===== config.mk =====
export PLATFORM = sky130hd
export DESIGN_NAME = song_autoplay_ctrl_flat
export DESIGN_NICKNAME = d
export VERILOG_FILES = /design/src/rtl/piano_pkg.sv /design/src/rtl/song_autoplay_ctrl_if.sv /design/src/rtl/song_rom.sv /design/src/rtl/song_autoplay_ctrl.sv /design/src/flat_wrapper.sv
export SDC_FILE = /design/constraint.sdc
export NUM_CORES = 1
export LEC_CHECK = 0
export ABC_AREA = 1
export BUFFER_PORTS_ARGS = -buffer_cell sky130_fd_sc_hd__buf_2
export CORE_UTILIZATION = 28
export CTS_BUF_LIST = sky130_fd_sc_hd__clkbuf_16
export DETAILED_ROUTE_END_ITERATION = 16
export HOLD_SLACK_MARGIN = 0.08
export MAX_ROUTING_LAYER = met4
export PLACE_DENSITY = 0.5
export SYNTH_ARGS = -nofsm -noshare
export SYNTH_HDL_FRONTEND = slang
export SYNTH_SLANG_ARGS = --single-unit

===== constraint.sdc =====
create_clock -name CLK -period 2.7 [get_ports CLK]
set_input_delay 0.27 -clock CLK [delete_from_list [all_inputs] [get_ports CLK]]
set_output_delay 0.27 -clock CLK [all_outputs]
set_load 0.01 [all_outputs]

===== src/rtl/piano_pkg.sv =====
// rtl/piano_pkg.sv - Shared note codes, LED patterns, sequencer states and ROM field widths
package piano_pkg;

  localparam int NOTE_W  = 4;
  localparam int DUR_W   = 3;
  localparam int IDX_W   = 4;
  localparam int ENTRY_W = NOTE_W + DUR_W;

  localparam logic [NOTE_W-1:0] NOTE_NONE = 4'd0, NOTE_C4 = 4'd1, NOTE_D = 4'd2,
                                NOTE_E = 4'd3, NOTE_F = 4'd4, NOTE_G = 4'd5,
                                NOTE_A = 4'd6, NOTE_B = 4'd7, NOTE_C5 = 4'd8;

  localparam logic [7:0] LED_NONE = 8'h00, LED_C4 = 8'h01, LED_D = 8'h02, LED_E = 8'h04,
                         LED_F = 8'h08, LED_G = 8'h10, LED_A = 8'h20, LED_B = 8'h40,
                         LED_C5 = 8'h80;

  typedef enum logic [1:0] {ST_IDLE, ST_PLAY, ST_GAP, ST_DONE} state_e;

  function automatic logic note_valid(input logic [NOTE_W-1:0] n);
    return (n >= NOTE_C4) && (n <= NOTE_C5);
  endfunction

  function automatic logic [7:0] led_decode(input logic [NOTE_W-1:0] n);
    case (n)
      NOTE_C4: return LED_C4;
      NOTE_D:  return LED_D;
      NOTE_E:  return LED_E;
      NOTE_F:  return LED_F;
      NOTE_G:  return LED_G;
      NOTE_A:  return LED_A;
      NOTE_B:  return LED_B;
      NOTE_C5: return LED_C5;
      default: return LED_NONE;
    endcase
  endfunction

endpackage


===== src/rtl/song_autoplay_ctrl_if.sv =====
// rtl/song_autoplay_ctrl_if.sv - Control, live-key and tone-generator signals of the autoplay sequencer
interface song_autoplay_ctrl_if;
  import piano_pkg::*;

  logic              start;
  logic              stop;
  logic              song_sel;
  logic [NOTE_W-1:0] note_in;
  logic [NOTE_W-1:0] note_out;
  logic [7:0]        Led;
  logic              busy;
  logic              done;

  modport master (output start, stop, song_sel, note_in,
                  input  note_out, Led, busy, done);
  modport slave  (input  start, stop, song_sel, note_in,
                  output note_out, Led, busy, done);

endinterface


===== src/rtl/song_rom.sv =====
// rtl/song_rom.sv - Combinational melody store: entry {note, dur}, dur==0 marks the end of a song
module song_rom
  import piano_pkg::*;
(
  input  logic              song_sel,
  input  logic [IDX_W-1:0]  idx,
  output logic [NOTE_W-1:0] note,
  output logic [DUR_W-1:0]  dur
);

  localparam logic [DUR_W-1:0] BEAT1 = 3'd1, BEAT2 = 3'd2, END_MARK = 3'd0;

  logic [ENTRY_W-1:0] entry;

  always_comb begin
    entry = {NOTE_NONE, END_MARK};
    if (!song_sel) begin
      case (idx)
        4'd0, 4'd1, 4'd6, 4'd11, 4'd12: entry = {NOTE_E, BEAT1};
        4'd2, 4'd5:                     entry = {NOTE_F, BEAT1};
        4'd3, 4'd4:                     entry = {NOTE_G, BEAT1};
        4'd7, 4'd10, 4'd13:             entry = {NOTE_D, BEAT1};
        4'd8, 4'd9:                     entry = {NOTE_C4, BEAT1};
        4'd14:                          entry = {NOTE_D, BEAT2};
        default:                        entry = {NOTE_NONE, END_MARK};
      endcase
    end else begin
      case (idx)
        4'd0:    entry = {NOTE_C4, BEAT1};
        4'd1:    entry = {NOTE_D, BEAT1};
        4'd2:    entry = {NOTE_E, BEAT1};
        4'd3:    entry = {NOTE_F, BEAT1};
        4'd4:    entry = {NOTE_G, BEAT1};
        4'd5:    entry = {NOTE_A, BEAT1};
        4'd6:    entry = {NOTE_B, BEAT1};
        4'd7:    entry = {NOTE_C5, BEAT1};
        default: entry = {NOTE_NONE, END_MARK};
      endcase
    end
  end

  assign {note, dur} = entry;

endmodule


===== src/rtl/song_autoplay_ctrl.sv =====
// rtl/song_autoplay_ctrl.sv - Melody autoplay sequencer with live-key override and pause
// Define LOOP_PLAYBACK_EN to restart the song at its end marker instead of stopping.
module song_autoplay_ctrl
  import piano_pkg::*;
#(
  parameter int TICKS_PER_BEAT = 12_500_000,
  parameter int GAP_TICKS      = 2_500_000
) (
  input logic                 CLK,
  input logic                 RESET,
  song_autoplay_ctrl_if.slave bus
);

  localparam int BEAT_TW = $clog2(4 * TICKS_PER_BEAT);
  localparam int GAP_TW  = (GAP_TICKS > 1) ? $clog2(GAP_TICKS) : 1;
  localparam int TW      = (BEAT_TW > GAP_TW) ? BEAT_TW : GAP_TW;

  state_e            state_q, state_d;
  logic [IDX_W-1:0]  idx_q, idx_d;
  logic [TW-1:0]     timer_q, timer_d;
  logic              sel_q, sel_d;
  logic [NOTE_W-1:0] cur_note_q, cur_note_d;
  logic [NOTE_W-1:0] note_out_q, note_out_d;
  logic [7:0]        led_q, led_d;
  logic              busy_q, busy_d;
  logic              done_q, done_d;

  logic              paused, advance, first_sel;
  logic [IDX_W-1:0]  idx_next;
  logic [NOTE_W-1:0] first_note, next_note;
  logic [DUR_W-1:0]  first_dur, next_dur;
`ifdef LOOP_PLAYBACK_EN
  logic              wrap;
`endif

  function automatic logic [TW-1:0] beat_ticks(input logic [DUR_W-1:0] d);
    return TW'(int'(d) * TICKS_PER_BEAT - 1);
  endfunction

  // Before start the song is not latched yet, so entry 0 is read with the live select.
  assign first_sel = (state_q == ST_IDLE) ? bus.song_sel : sel_q;
  assign idx_next  = idx_q + IDX_W'(1);
  assign paused    = note_valid(bus.note_in);

  song_rom u_rom_first (.song_sel(first_sel), .idx('0),      .note(first_note), .dur(first_dur));
  song_rom u_rom_next  (.song_sel(sel_q),     .idx(idx_next), .note(next_note),  .dur(next_dur));

  always_comb begin
    state_d    = state_q;
    idx_d      = idx_q;
    timer_d    = timer_q;
    sel_d      = sel_q;
    cur_note_d = cur_note_q;
    advance    = 1'b0;
`ifdef LOOP_PLAYBACK_EN
    wrap       = 1'b0;
`endif
    if (bus.stop) begin
      state_d = ST_IDLE;
    end else begin
      case (state_q)
        ST_IDLE: begin
          if (bus.start) begin
            sel_d = bus.song_sel;
            idx_d = '0;
            if (first_dur == '0) begin
              state_d = ST_DONE;
            end else begin
              state_d    = ST_PLAY;
              timer_d    = beat_ticks(first_dur);
              cur_note_d = first_note;
            end
          end
        end
        ST_PLAY: begin
          if (!paused) begin
            if (timer_q != '0) begin
              timer_d = timer_q - TW'(1);
            end else if (GAP_TICKS > 0) begin
              timer_d = TW'(GAP_TICKS - 1);
              state_d = ST_GAP;
            end else begin
              advance = 1'b1;
            end
          end
        end
        ST_GAP: begin
          if (!paused) begin
            if (timer_q != '0) timer_d = timer_q - TW'(1);
            else               advance = 1'b1;
          end
        end
        default: state_d = ST_IDLE;
      endcase

      if (advance) begin
        if (next_dur == '0) begin
`ifdef LOOP_PLAYBACK_EN
          wrap       = 1'b1;
          idx_d      = '0;
          timer_d    = beat_ticks(first_dur);
          cur_note_d = first_note;
          state_d    = ST_PLAY;
`else
          state_d    = ST_DONE;
`endif
        end else begin
          idx_d      = idx_next;
          timer_d    = beat_ticks(next_dur);
          cur_note_d = next_note;
          state_d    = ST_PLAY;
        end
      end
    end
  end

  // Live keys win over playback on the shared tone generator.
  assign note_out_d = paused ? bus.note_in : ((state_q == ST_PLAY) ? cur_note_q : NOTE_NONE);
  assign led_d      = led_decode(note_out_d);
  assign busy_d     = (state_q == ST_PLAY) || (state_q == ST_GAP);
`ifdef LOOP_PLAYBACK_EN
  assign done_d     = wrap || ((state_q == ST_DONE) && !bus.stop);
`else
  assign done_d     = (state_q == ST_DONE) && !bus.stop;
`endif

  always_ff @(posedge CLK) begin
    if (RESET) begin
      state_q    <= ST_IDLE;
      idx_q      <= '0;
      timer_q    <= '0;
      sel_q      <= 1'b0;
      cur_note_q <= NOTE_NONE;
      note_out_q <= NOTE_NONE;
      led_q      <= LED_NONE;
      busy_q     <= 1'b0;
      done_q     <= 1'b0;
    end else begin
      state_q    <= state_d;
      idx_q      <= idx_d;
      timer_q    <= timer_d;
      sel_q      <= sel_d;
      cur_note_q <= cur_note_d;
      note_out_q <= note_out_d;
      led_q      <= led_d;
      busy_q     <= busy_d;
      done_q     <= done_d;
    end
  end

  assign bus.note_out = note_out_q;
  assign bus.Led      = led_q;
  assign bus.busy     = busy_q;
  assign bus.done     = done_q;

endmodule


===== src/flat_wrapper.sv =====
// flat-port wrapper written by rule: the top's interface ports become plain ports
module song_autoplay_ctrl_flat import piano_pkg::*;
#(
  parameter int TICKS_PER_BEAT = 12_500_000,
  parameter int GAP_TICKS      = 2_500_000
)
  (CLK, RESET, bus_start, bus_stop, bus_song_sel, bus_note_in, bus_note_out, bus_Led, bus_busy, bus_done);
  song_autoplay_ctrl_if bus_i ();
  input logic CLK;
  input logic RESET;
  input wire logic [$bits(bus_i.start)-1:0] bus_start;
  input wire logic [$bits(bus_i.stop)-1:0] bus_stop;
  input wire logic [$bits(bus_i.song_sel)-1:0] bus_song_sel;
  input wire logic [$bits(bus_i.note_in)-1:0] bus_note_in;
  output wire logic [$bits(bus_i.note_out)-1:0] bus_note_out;
  output wire logic [$bits(bus_i.Led)-1:0] bus_Led;
  output wire logic [$bits(bus_i.busy)-1:0] bus_busy;
  output wire logic [$bits(bus_i.done)-1:0] bus_done;
  assign bus_i.start = bus_start;
  assign bus_i.stop = bus_stop;
  assign bus_i.song_sel = bus_song_sel;
  assign bus_i.note_in = bus_note_in;
  assign bus_note_out = bus_i.note_out;
  assign bus_Led = bus_i.Led;
  assign bus_busy = bus_i.busy;
  assign bus_done = bus_i.done;
  song_autoplay_ctrl #(.TICKS_PER_BEAT(TICKS_PER_BEAT), .GAP_TICKS(GAP_TICKS)) u_core (.CLK(CLK), .RESET(RESET), .bus(bus_i));
endmodule

* After elaboration in Yosys (flattened, before gate mapping)
Memories as Yosys holds them, arrays and structs flattened. A register that Yosys moved wholly into a read port is not among the register bits.
Cells that the tools add are included.
** Word-level totals
- Flip-flop bits (word level) :: 43
- Memory bits (read-only) :: 352
- Bits of input ports :: 9
- Output and inout bits :: 14
- Logic and storage cells :: 75
- Memories :: 5
** Operators by class
- Add/sub/neg operators :: 4
- Multipliers :: 2
- Magnitude comparators :: 2
- Equal/unequal tests :: 7
- Multiplexer cells :: 35
- Bitwise operators :: 1
- Reduce and logical (&&, ||, !) cells :: 11
** Memory list
- (no name shown) :: depth 16, bits a word 8, read ports 1, clocked after memory_dff 1, wr ports 0, line piano_pkg.sv:24 : case (n)
- (no name shown) :: depth 16, bits a word 5, read ports 1, clocked after memory_dff 0, wr ports 0, line song_rom.sv:18 : case (idx)
- (no name shown) :: depth 16, bits a word 5, read ports 1, clocked after memory_dff 0, wr ports 0, line song_rom.sv:18
- (no name shown) :: depth 8, bits a word 4, read ports 1, clocked after memory_dff 0, wr ports 0, line song_rom.sv:28 : case (idx)
- (no name shown) :: depth 8, bits a word 4, read ports 1, clocked after memory_dff 0, wr ports 0, line song_rom.sv:28
** Operators with widths (count)
- $mux 26 :: 8
- $pmux 26 s3 :: 1
- $sub 26x2->26 const B :: 2
- $mux 4 :: 11
- $mul 3x19->21 const B :: 2
- $reduce_bool 26->1 :: 1
- $sub 26x1->26 const B :: 1
- $mux 7 :: 3
- $mux 2 :: 6
- $ne 3x3->1 const B :: 3
- $logic_not 3->1 :: 2
- $pmux 2 s3 :: 1
- $mux 1 :: 5
- $add 4x1->4 const B :: 1
- $eq 2x2->1 const B :: 2
- $ge 4x1->1 const B :: 1
- $le 4x4->1 const B :: 1
- $reduce_and 4->1 :: 1
- $reduce_and 3->1 :: 1
- $eq 2x1->1 const B :: 1
- $logic_and 1x1->1 :: 2
- $logic_not 2->1 :: 1
- $ne 2x1->1 const B :: 1
- $reduce_or 2->1 :: 1
- other kinds (3) :: 3

* Longest topological paths before layout
- Depth in word-level cells :: 10
- Gate-level depth with buffers :: 17
- Depth with buffers taken out :: 16

* Modules after synthesis
From an unflattened synthesis, not the netlist that was laid out.
** Unflattened totals
- Cell total of the unflattened synthesis :: 1012
- Area, all modules :: 5990.7 um^2
** By module, submodules not included
- song_autoplay_ctrl :: instances 1, cells an instance 944, area an instance 5620.4 um^2, seq. area each 1021.0 um^2
- song_rom :: instances 2, cells an instance 34, area an instance 185.2 um^2, seq. area each 0.0 um^2

* Worst setup path before layout
Ideal clock, no wire load.
- Path type :: reg-to-reg
- From :: reg u_core.idx_q[1]
- To :: reg u_core.timer_q[25]
- Library setup time :: 0.113 ns
- Arrival time :: 2.746 ns
- Required time :: 2.587 ns
- Slack :: -0.160 ns
- Cell stages (with the launch flop) :: 15
- Path buffers :: 1
- Clock period less this slack :: 2.860 ns
- Cells stage by stage :: dfxtp_1 ha_1 or2_2 nand2_1 inv_1 ha_1 o21ai_0 inv_1 ha_1 inv_1 nand2_4 buf_6 or2_0 nand3_1 nand2_1
** On the way
- Longest elaborated chain between the ends :: 7
** Ends and longest elaborated chain
- start, declared :: line song_autoplay_ctrl.sv:19 : logic [IDX_W-1:0] idx_q, idx_d;
- start signal, assigned :: line song_autoplay_ctrl.sv:140 : idx_q <= idx_d;
- $add 4x1->4 (*) :: line song_autoplay_ctrl.sv:42 : assign idx_next = idx_q + IDX_W'(1);
- $mem_v2 16x5 or $mux 7 (tied branches)
- $mux 7 (*) :: line song_rom.sv:17 : if (!song_sel) begin
- $mul 3x19->21 :: line song_autoplay_ctrl.sv:37 : return TW'(int'(d) * TICKS_PER_BEAT - 1);
- $sub 26x2->26 :: line song_autoplay_ctrl.sv:37
- $mux 26 (*) :: line song_autoplay_ctrl.sv:97 : if (next_dur == '0) begin
- $mux 26 (*) :: line song_autoplay_ctrl.sv:96 : if (advance) begin
- end signal, assigned :: line song_autoplay_ctrl.sv:141 : timer_q <= timer_d;
- end, declared :: line song_autoplay_ctrl.sv:20 : logic [TW-1:0] timer_q, timer_d;
Every way passes the cells marked *; elsewhere a longest branch is shown, timed or not.
A chain may end at the register's enable or synchronous reset.

* Worst setup path after layout
- From :: reg u_core.idx_q[1]
- To :: reg u_core.timer_q[22]
Same word-level chain as after synthesis.

==> results.md <==
- Mux cell area share after synthesis: 0
- Synth Net Count: 665
- Fin util: 0.328
- Post-CTS Resized: 0
- Worst Path Required: 2.88 ns
- RSZ-0062 raised after global routing: no
- Min cycle time layout: 2.49 ns
- CORE AREA: 0.0134 mm2
- Root Buffer Master: clkbuf_16
- Layout cells sized above 1: 0.121
- Crit path kind: reg2reg
- H-Tree Depth: 2
- Starting Density: 0.291
- Endpoints failing hold: 0
- Initial DRC count: 305
- Crit-path cells: ha_1 -> or2_2 -> nand2_1 -> inv_1 -> ha_1 -> o21ai_1 -> inv_1 -> ha_1 -> inv_2 -> nand2_4 -> nand2_8 -> inv_1 -> nand2_1 -> a21oi_1
- Sequential area share after synthesis: 0.262
- Post-Layout Cell Count: 839
- GPL Wtd Cong: 0.987
- Post-synth EDFFs: 0
- Post-synthesis compound-gate area fraction: 0.170
- Syn. warnings: 0
- Cts bufs inserted: 5
- Post-synth cell types: 39
- Setup Skew: 0.00520 ns
- Crit. End Element: register
- Fill cells: 1,478
- Simple logic cell fraction of the synthesized area: 0.383
- Final net count: 690
- Post-Synth Adder-Cell Area: 0.0609
- Cell Area, Synth: 0.00390 mm2
- Post-Syn Area per Cell: 6.12 um2
- Skew-Pair Late Insertion Delay: 0.30 ns
- WL/cell: 14.7 um
- IO Port Bufs: 22
- Worst slew margin: 0.510
- Startpoint types: register
- FMAX: 0.402 GHz
- Setup TNS: 0 ns
- Max stage delay cell, worst path: dfxtp_1
- Post-Syn Instances: 637
- Tcrit/Tclk final: 0.921
- Die area: 0.0144 mm2
- Initial antenna violation count: 0
- Final worst slack: 0.213 ns
- Total gr overflow: 0
- Clock sinks: 51
- First-pass GRT wire length: 20,100 um
- Pre-CTS setup slack: 0.0827 ns
- Crit Path Max Fanout: 15
- DRT Wirelength: 12,400 um
- Most common cell after layout, fill and taps aside: nand2_1
- Number of max-cap violations: 0
- Antenna-violating nets left: 0
- Routed vias/inst: 4.95
- Placed Cells: 831
- Max Slew Vio Count: 0
- Post-synth ARST share: 0
- DP HPWL: 9650 um
- Residual DRC count: 0
- Final setup viols: 0
- Hold-fix buffers, CTS: 0
- CP bufs+invs: 4
- Post-Synth XOR/XNOR Area: 0.00898
- Number of I/O pins: 23
- Rows: 42
- Slew @ Worst Pin: 0.734 ns
- P per Cell Area: 510 mW/mm2
- Final instance area: 0.00440 mm2
- CTS clk-pin slew, worst paths: 0.08 ns
- Arrival @ worst endpoint: 2.67 ns
- ANT cells: 0
- Die H: 120 um
- Delay-heaviest family, CP: simple AND/OR/NAND/NOR gates
- VDD IR max: 0.238 mV
- Placed cell area: 0.00424 mm2
- Synthesized flop and latch total: 51
- Largest net degree at the start of global routing: 19
- Synth-to-layout area growth: 12.7%
- Status: finished clean
- Drt first pass iters: 4
- Vias after detailed routing: 4,151
- Vias in the first global route: 3,863
- Die width: 120 um
- Commonest cells after routing, fill and taps aside: 160 x nand2_1, 83 x inv_1, 67 x nor2_1
- Primary FF master, synth: dfxtp_1
- Setup Buffers After CTS: 0
- Clock buffer depth: 2
- GRT Resource Usage Total: 0.184
- Largest family of logic cells by synthesized area: simple AND/OR/NAND/NOR gates
- Max incr delay on CP: 0.37 ns
- Pleak: 0.00207 uW
- Hold WC Path Type: in2reg
- CTS tree: built
-- cells by family after synthesis --
kind of cell | Yosys count
AO/OA/AOI/OAI | 126
XOR/XNOR | 4
adder cells (fa/ha/maj) | 19
buffers and inverters | 108
flip-flops | 51
AND/OR/NAND/NOR | 329
-- registers in the layout, summed over array words and instances, names as in the netlist --
name / count
u_core.bus.Led: 8
u_core.state_q: 2
u_core.timer_q: 26
u_core.sel_q: 1
u_core.idx_q: 4
u_core.bus.note_out: 4
u_core.cur_note_q: 4
u_core.bus.done: 1
u_core.bus.busy: 1
-- layer usage --
metal | wire [um] | up-vias | share of wire | global-route usage
li1 | - | 2107 | - | -
met1 | 6080 | 1940 | 0.49 | 0.249
met2 | 5620 | 87 | 0.45 | 0.283
met3 | 406 | 17 | 0.033 | 0.0162
met4 | 254 | 0 | 0.021 | 0.0719
met5 | 0 | - | 0 | -
-- path summary, 6_finish.rpt --
kind,start,to,slack [ns],cells after the start
worst max-delay path,u_core.idx_q[1],u_core.timer_q[22],0.21,14
worst min-delay path,RESET,u_core.cur_note_q[1],0.33,2
worst max register to register,u_core.idx_q[1],u_core.timer_q[22],0.21,14
worst min register to register,u_core.cur_note_q[0],u_core.cur_note_q[0],0.49,2
-- synth_stat cells (2+ instances only) --
cell type | number | share of area
a211oi_1 | 2 | 0.0038
a21oi_1 | 48 | 0.062
a31oi_1 | 3 | 0.0048
buf_2 | 3 | 0.0038
buf_6 | 5 | 0.014
clkbuf_1 | 12 | 0.012
dfxtp_1 | 51 | 0.26
ha_1 | 19 | 0.061
inv_1 | 84 | 0.081
inv_2 | 2 | 0.0019
nand2_1 | 160 | 0.15
nand2_2 | 3 | 0.0048
nand2_4 | 2 | 0.0058
nand3_1 | 53 | 0.068
nand3b_1 | 2 | 0.0038
nand4_1 | 8 | 0.013
nor2_1 | 67 | 0.064
nor2_2 | 7 | 0.011
nor2_4 | 6 | 0.017
nor3_1 | 9 | 0.012
nor3_2 | 2 | 0.0051
o21ai_0 | 53 | 0.068
o21ai_1 | 11 | 0.014
o21bai_1 | 2 | 0.0038
o22ai_1 | 2 | 0.0032
o31ai_1 | 2 | 0.0038
or2_2 | 4 | 0.0064
xor2_1 | 4 | 0.0090
-- through the flow --
stage	hold WS (ns)	power [uW]
finish	0.330	2240
global placement	0.471	1560
global route	0.343	2400
detailed placement	0.478	1560
CTS	0.322	2260
floorplan	0.448	1370
-- area by class of cell --
cell class              instances  area [um2]  share of cell area
well taps                     176         220              0.0501
clock buffers                   5         125              0.0285
flip-flops and latches         51        1020               0.232
multi-input cells             478        2440               0.556
inverters                      87         327              0.0743
clock inverters                 3        22.5             0.00512
repair buffers                 39         238              0.0541
-- power by group --
part | switching, uW | total [uW] | internal, uW
Sequential | 61.4 | 858 | 797
Combinational | 474 | 700 | 226
Clock | 335 | 685 | 351
-- worst reg2reg max path, delay by kind of cell, from the launching register on --
family                   cells  cell delay [ns]
AND/OR/NAND/NOR              5             0.75
adder cells (fa/ha/maj)      3             0.61
buffers and inverters        4             0.43
flip-flops                   1             0.37
AO/OA/AOI/OAI                2             0.21
Note: power is estimated with default switching activity, not from simulation.
